==> src/rtl/alu_exec.sv <==
// Execute-stage ALU with a valid/ready handshake on both sides.
// Add/sub/logic ops finish in one cycle; shifts are done serially,
// one bit per cycle, by reusing the result register as the shift register.
module alu_exec #(
    parameter  int WIDTH = 16,
    localparam int SHW   = $clog2(WIDTH)
) (
    input  logic             clk,
    input  logic             rst_n,
    input  logic             in_valid,
    output logic             in_ready,
    input  logic [2:0]       alu_cntl,
    input  logic [WIDTH-1:0] op_a,
    input  logic [WIDTH-1:0] op_b,
    output logic             out_valid,
    input  logic             out_ready,
    output logic [WIDTH-1:0] result,
    output logic             flag_z,
    output logic             flag_c,
    output logic             flag_v
);

    typedef enum logic [1:0] {
        IDLE  = 2'd0,
        SHIFT = 2'd1,
        HOLD  = 2'd2
    } state_t;

    state_t           state_q, state_d;
    logic [WIDTH-1:0] result_q, result_d;
    logic             flag_z_q, flag_z_d;
    logic             flag_c_q, flag_c_d;
    logic             flag_v_q, flag_v_d;
    logic [SHW-1:0]   count_q, count_d;
    logic             dir_right_q, dir_right_d;

    logic [WIDTH:0]   sum_ext;
    logic [WIDTH:0]   diff_ext;
    logic [WIDTH-1:0] alu_res;
    logic             alu_c;
    logic             alu_v;
    logic [SHW-1:0]   shamt;
    logic             is_shift;
    logic             accept;
    logic [WIDTH-1:0] shifted;

    assign shamt    = op_b[SHW-1:0];
    assign is_shift = (alu_cntl[2:1] == 2'b11);
    assign sum_ext  = {1'b0, op_a} + {1'b0, op_b};
    assign diff_ext = {1'b0, op_a} - {1'b0, op_b};

    // A new op can enter when idle, or when the held result leaves this same edge.
    assign in_ready  = rst_n & ((state_q == IDLE) | ((state_q == HOLD) & out_ready));
    assign accept    = in_valid & in_ready;
    assign out_valid = (state_q == HOLD);
    assign result    = result_q;
    assign flag_z    = flag_z_q;
    assign flag_c    = flag_c_q;
    assign flag_v    = flag_v_q;

    // One step of the serial shifter, zero fill in both directions.
    assign shifted = dir_right_q ? {1'b0, result_q[WIDTH-1:1]}
                                 : {result_q[WIDTH-2:0], 1'b0};

    // Single-cycle datapath; a zero-distance shift simply passes op_a through.
    always_comb begin
        alu_res = '0;
        alu_c   = 1'b0;
        alu_v   = 1'b0;
        case (alu_cntl)
            3'b000: begin
                alu_res = sum_ext[WIDTH-1:0];
                alu_c   = sum_ext[WIDTH];
                alu_v   = (op_a[WIDTH-1] == op_b[WIDTH-1]) &
                          (sum_ext[WIDTH-1] != op_a[WIDTH-1]);
            end
            3'b001: begin
                alu_res = diff_ext[WIDTH-1:0];
                alu_c   = diff_ext[WIDTH];
                alu_v   = (op_a[WIDTH-1] != op_b[WIDTH-1]) &
                          (diff_ext[WIDTH-1] != op_a[WIDTH-1]);
            end
            3'b010:  alu_res = op_a & op_b;
            3'b011:  alu_res = op_a | op_b;
            3'b100:  alu_res = op_a ^ op_b;
            3'b101:  alu_res = ~op_a;
            default: alu_res = op_a;
        endcase
    end

    // Next-state and datapath register updates for the IDLE/SHIFT/HOLD controller.
    always_comb begin
        state_d     = state_q;
        result_d    = result_q;
        flag_z_d    = flag_z_q;
        flag_c_d    = flag_c_q;
        flag_v_d    = flag_v_q;
        count_d     = count_q;
        dir_right_d = dir_right_q;
        case (state_q)
            IDLE, HOLD: begin
                if (accept) begin
                    if (is_shift && (shamt != '0)) begin
                        state_d     = SHIFT;
                        result_d    = op_a;
                        count_d     = shamt;
                        dir_right_d = alu_cntl[0];
                        flag_z_d    = 1'b0;
                        flag_c_d    = 1'b0;
                        flag_v_d    = 1'b0;
                    end else begin
                        state_d  = HOLD;
                        result_d = alu_res;
                        flag_z_d = (alu_res == '0);
                        flag_c_d = alu_c;
                        flag_v_d = alu_v;
                    end
                end else if (state_q == HOLD && out_ready) begin
                    state_d = IDLE;
                end
            end
            SHIFT: begin
                result_d = shifted;
                count_d  = count_q - 1'b1;
                if (count_q == SHW'(1)) begin
                    state_d  = HOLD;
                    flag_z_d = (shifted == '0);
                end
            end
            default: state_d = IDLE;
        endcase
    end

    // State and datapath registers; reset abandons any op in flight.
    always_ff @(posedge clk) begin
        if (!rst_n) begin
            state_q     <= IDLE;
            result_q    <= '0;
            flag_z_q    <= 1'b0;
            flag_c_q    <= 1'b0;
            flag_v_q    <= 1'b0;
            count_q     <= '0;
            dir_right_q <= 1'b0;
        end else begin
            state_q     <= state_d;
            result_q    <= result_d;
            flag_z_q    <= flag_z_d;
            flag_c_q    <= flag_c_d;
            flag_v_q    <= flag_v_d;
            count_q     <= count_d;
            dir_right_q <= dir_right_d;
        end
    end

endmodule

==> config.mk <==
export PLATFORM = sky130hd
export DESIGN_NAME = alu_exec
export DESIGN_NICKNAME = d
export VERILOG_FILES = /design/src/rtl/alu_exec.sv
export SDC_FILE = /design/constraint.sdc
export NUM_CORES = 1
export LEC_CHECK = 0
export ABC_AREA = 1
export BUFFER_PORTS_ARGS = -buffer_cell sky130_fd_sc_hd__clkbuf_2
export CORE_ASPECT_RATIO = 0.7
export CORE_UTILIZATION = 25
export CTS_CLUSTER_SIZE = 10
export DETAILED_ROUTE_END_ITERATION = 10
export GPL_ROUTABILITY_DRIVEN = 0
export GPL_TIMING_DRIVEN = 1
export SYNTH_ARGS = -nofsm -noshare
export SYNTH_HDL_FRONTEND = slang
export SYNTH_SLANG_ARGS = --single-unit
==> constraint.sdc <==
create_clock -name clk -period 5.4 [get_ports clk]
set_clock_uncertainty 0.1 [all_clocks]
set_input_delay 0.27 -clock clk [delete_from_list [all_inputs] [get_ports clk]]
set_output_delay 0.27 -clock clk [all_outputs]
set_load 0.01 [all_outputs]
======== After elaboration in Yosys (flattened, before gate mapping) ========
Index checks and enable logic that the tools add are counted.
storage, ports and cells
  flip-flop bits (word level) ............. 26
  bits of input ports ..................... 39
  output and inout port bits .............. 21
cells by class
  $add $sub $neg .......................... 3
  equality and inequality tests ........... 17
  multiplexer cells ....................... 21
  bitwise logic cells ..................... 10
  reduce and logical (&&, ||, !) cells .... 15
operators with widths
  cell                                           number
  case mux 16 bit (6 select lines)               1
  two-way mux 16 bit                             3
  logical NOT 16 bit                             2
  case mux 16 bit (2 select lines)               1
  adder 16 x 16 -> 17 bit                        1
  subtractor 16 x 16 -> 17 bit                   1
  bitwise AND 16 bit                             1
  NOT 16 bit                                     1
  bitwise OR 16 bit                              1
  XOR 16 bit                                     1
  AND reduction 3 bit                            3
  two-way mux 2 bit                              4
  two-way mux 4 bit                              2
  case mux 4 bit (2 select lines)                1
  == test 3 x 2 -> 1 bit, second input constant  2
  == test 3 bit, second input constant           2
  inequality test 2 bit, second input constant   3
  case mux 1 bit (2 select lines)                3
  AND reduction 2 bit                            3
  bitwise AND 1 bit                              5
  two-way mux 1 bit                              5
  == test 2 bit, second input constant           2
  == test 4 x 1 -> 1 bit, second input constant  1
  case mux 2 bit (2 select lines)                1
  13 further kinds                               16

======== Logic depth before layout (Yosys ltp) ========
  depth in word-level cells ............... 7
  depth in mapped cells ................... 19
  depth with buffers taken out ............ 18

======== Worst setup path before layout ========
OpenSTA, ideal clock, no wires.
  kind .................................... in2reg
  start point ............................. input op_a[0]
  end point ............................... register result_q[10] (netlist: result[10])
  setup time .............................. 0.128 ns
  arrival time ............................ 1.852 ns
  data required time ...................... 5.172 ns
  setup slack ............................. 3.320 ns
  stages on the path ...................... 17
  path through ............................ ha_1 inv_1 fa_1 inv_1 nand2_1 nand2_1 nand3_1 nand2_1 nand2_1 nand2_1 nand2_1 nand3_1 nand3_1 nor2_1 nor2_1 a211oi_1 nor2_1
between the ends
  word-level cells in the longest chain between the ends .. 5
RTL lines
  item                                                                     RTL line  text
  from (decl)                                                              13        input logic [WIDTH-1:0] op_a,
  subtractor 16 x 16 -> 17 bit or adder 16 x 16 -> 17 bit (tied branches)  50, 49
  case mux 16 bit (6 select lines) (*)                                     70        case (alu_cntl)
  two-way mux 16 bit (*)                                                   103       if (is_shift && (shamt != '0)) begin
  two-way mux 16 bit (*)                                                   102       if (accept) begin
  case mux 16 bit (2 select lines) (*)                                     100       case (state_q)
  to (signal assigned)                                                     146       result_q <= result_d;
  to (decl)                                                                30        logic [WIDTH-1:0] result_q, result_d;
Every way passes the cells marked *; elsewhere a longest branch is shown, timed or not. The select of a mux whose other input is x is not followed.
A chain may end at the register's enable or synchronous reset.

======== Worst setup path after layout ========
  start point ............................. input rst_n
  end point ............................... register flag_z_q (netlist: flag_z)
between the ends
  word-level cells in the longest chain between the ends .. 4
RTL lines
  item                             RTL line  text
  from (decl)                      9         input logic rst_n,
  bitwise AND 1 bit                53        assign in_ready = rst_n & ((state_q == IDLE) | ((state_q == HOLD) & out_ready));
  bitwise AND 1 bit                54        assign accept = in_valid & in_ready;
  inequality test 2 bit (no line)  --
  AND reduction 3 bit (no line)    --
  to (signal assigned)             147       flag_z_q <= flag_z_d;
  to (decl)                        31        logic flag_z_q, flag_z_d;
Several ways; a longest one is shown, not always the timed one.

==> metrics.yaml <==
status: "complete, no violations"
r2r_slack_ns: 2.77
nFillCells: 1994
cts-root-buf: "clkbuf_16"
syn_area_sq_um: 4500
critPathLaunchType: "input pin"
finalWirelength_um: 16300
core_area_sq_um: 17400
drc: 0
grt_max_degree: 32
dieWidth_um: 162
hold_ws_ns: 0.240
cts_resized: 0
yosysTopAreaCell: "nand2_1"
final_cell_mix: "nand2_1, inv_1, nand3_1, nor2_1, clkbuf_2"
synth_fp_nets: 903
rsz0062_at_grt: "no"
cts_setup_buffers: 0
finalHoldViolCount: 0
setup_tns_ns: 0
reg2reg_depth: 10
endpoint_kind: "flip-flop"
tightest_slew_ns: 0.847
synth_area_per_cell_sq_um: 5.56
ys.flop_type: "dfxtp_1"
ys_async_sr_fraction_pct: 0
worstSetupEndpoint: "flag_z"
ioPinCount: 60
startpoint: "rst_n"
cts_hold_buf: 0
grt_pass1_wl_um: 26400
syn2layout_area_growth_pct: 11.2
place_hpwl_um: 13200
synth_seq_cells: 26
nNetsFinal: 935
cts_tree: "done"
drv_cap: 0
cts-htree-levels: 1
initial_core_util_pct: 25.9
clk_pin_slew_ns: 0.07
clk_path_buf_depth: 2
synth_edf_count: 0
post_route_cells_drive_above_1_share_pct: 8.93
relSlewSlack_pct: 43.5
cts_made_buffers: 3
dieArea_sq_um: 18500
crit_fanout: 20
clock.fmax_mhz: 349
p_leak_nw: 2.59
routedWlPerCell_um: 15.2
timing.final.crit_share_pct: 53.0
drtIter0Drc: 598
row_count: 40
slew_viol_final: 0
grt_pass1_vias: 5033
ir_drop_uv: 126
ys_warn_count: 0
firstDrtPassIters: 5
min_path_type: "input pin to flip-flop"
synth_top_area_share_pct: 17.9
ys_seq_area_share_pct: 11.6
p_per_area_nw_per_um2: 167
cp.required_ns: 5.45
critPathArrivalTime_ns: 2.91
critPathKind: "input pin to flip-flop"
viasPerCell: 5.07
die_height_um: 114
antenna_found_initial: 0
insertion_delay_ns: 0.26
grt_usage_pct: 17.8
clock_sinks: 26
synth.area.top_cells: "nand2_1, ha_1, dfxtp_1"
synthCells: 809
finalSetupViolCount: 0
portBuffers: 59
dr_total_vias: 5426
layout_commonest_cell: "nand2_1"
yosysUniqueCellTypes: 39
insertedDiodeCount: 0
antenna_left: 0
r2r_start: "state_q[1]"
r2r-end: "flag_z"
gr-total-overflow: 0
fin_crit_ns: 2.86
Yosys cell counts (8+ instances only):
library cell / count
nand2_1: 215
inv_1: 129
nand3_1: 98
nor2_1: 88
ha_1: 53
a21oi_1: 38
o21ai_0: 38
dfxtp_1: 26
o22ai_1: 16
buf_2: 15
nand4_1: 13
a31oi_1: 11
clkbuf_1: 8
nor3_1: 8
sequential cells by signal, indices dropped and copies added, names as in the netlist:
name and cells:
state_q 2, dir_right_q 1, flag_v 1, flag_c 1, flag_z 1, count_q 4, result 16
critical path, cell delays in order:
cell	delay (ns)
clkbuf_2	0.19
inv_1	0.33
nor3_1	0.43
nand2_1	0.39
nand2_1	0.34
inv_1	0.28
nor2_1	0.25
inv_1	0.11
a41oi_1	0.22
a21oi_1	0.10
where the power goes:
| group | switching [W] | leakage (nW) | internal, W |
|---|---|---|---|
| logic | 0.000276 | 2.33 | 0.000126 |
| registers | 0.0000137 | 0.212 | 0.000203 |
| clock network | 0.0000715 | 0.0511 | 0.000148 |
metal layers:
metal | GRT usage, % | up-vias | wire [um]
li1 | - | 2679 | -
met1 | 27.2 | 2441 | 8020
met2 | 25.1 | 291 | 6250
met3 | 4.09 | 15 | 1880
met4 | 2.83 | 0 | 135
met5 | 0 | - | 0
through the flow:
stage,cells,power [W],setup slack (ns),utilization [%],area [sq um]
global placement,1067,0.000611,2.23,28.2,4900
finish,1071,0.000838,2.54,28.8,5000
CTS,1071,0.000830,2.58,28.8,5000
global route,1071,0.000897,2.24,28.8,5000
detailed placement,1067,0.000609,2.30,28.2,4900
floorplan,809,0.000493,3.32,-,4500
how the worst min path moves through the flow:
stage	startpoint	to	slack, ns	cells past startpoint
after global routing	rst_n	result[11]	0.27	2
after detailed placement	flag_c	flag_c	0.36	2
after global placement	flag_v	flag_v	0.36	2
after CTS	out_ready	state_q[1]	0.24	4
final	out_ready	state_q[1]	0.24	4
after floorplan	rst_n	result[11]	0.29	1
cell families after synthesis:
group | Yosys count | share of synthesized area (%)
buf+inv | 163 | 15.0
flops | 26 | 11.6
mux | 1 | 0.250
fa+ha+maj | 55 | 15.6
compound gates | 124 | 15.8
simple gates | 439 | 41.5
xor+xnor | 1 | 0.195
final cells by class:
| type | instances | area [sq um] | share of cell area, % |
|---|---|---|---|
| sequential | 26 | 520 | 10.4 |
| clock buffer | 3 | 75.1 | 1.50 |
| timing repair buffer | 59 | 295 | 5.90 |
| clock inverter | 1 | 30.0 | 0.600 |
| multi-input combinational | 620 | 3300 | 66.0 |
| tap | 231 | 289 | 5.78 |
| inverter | 131 | 492 | 9.83 |
(Power assumes the default switching activity.)
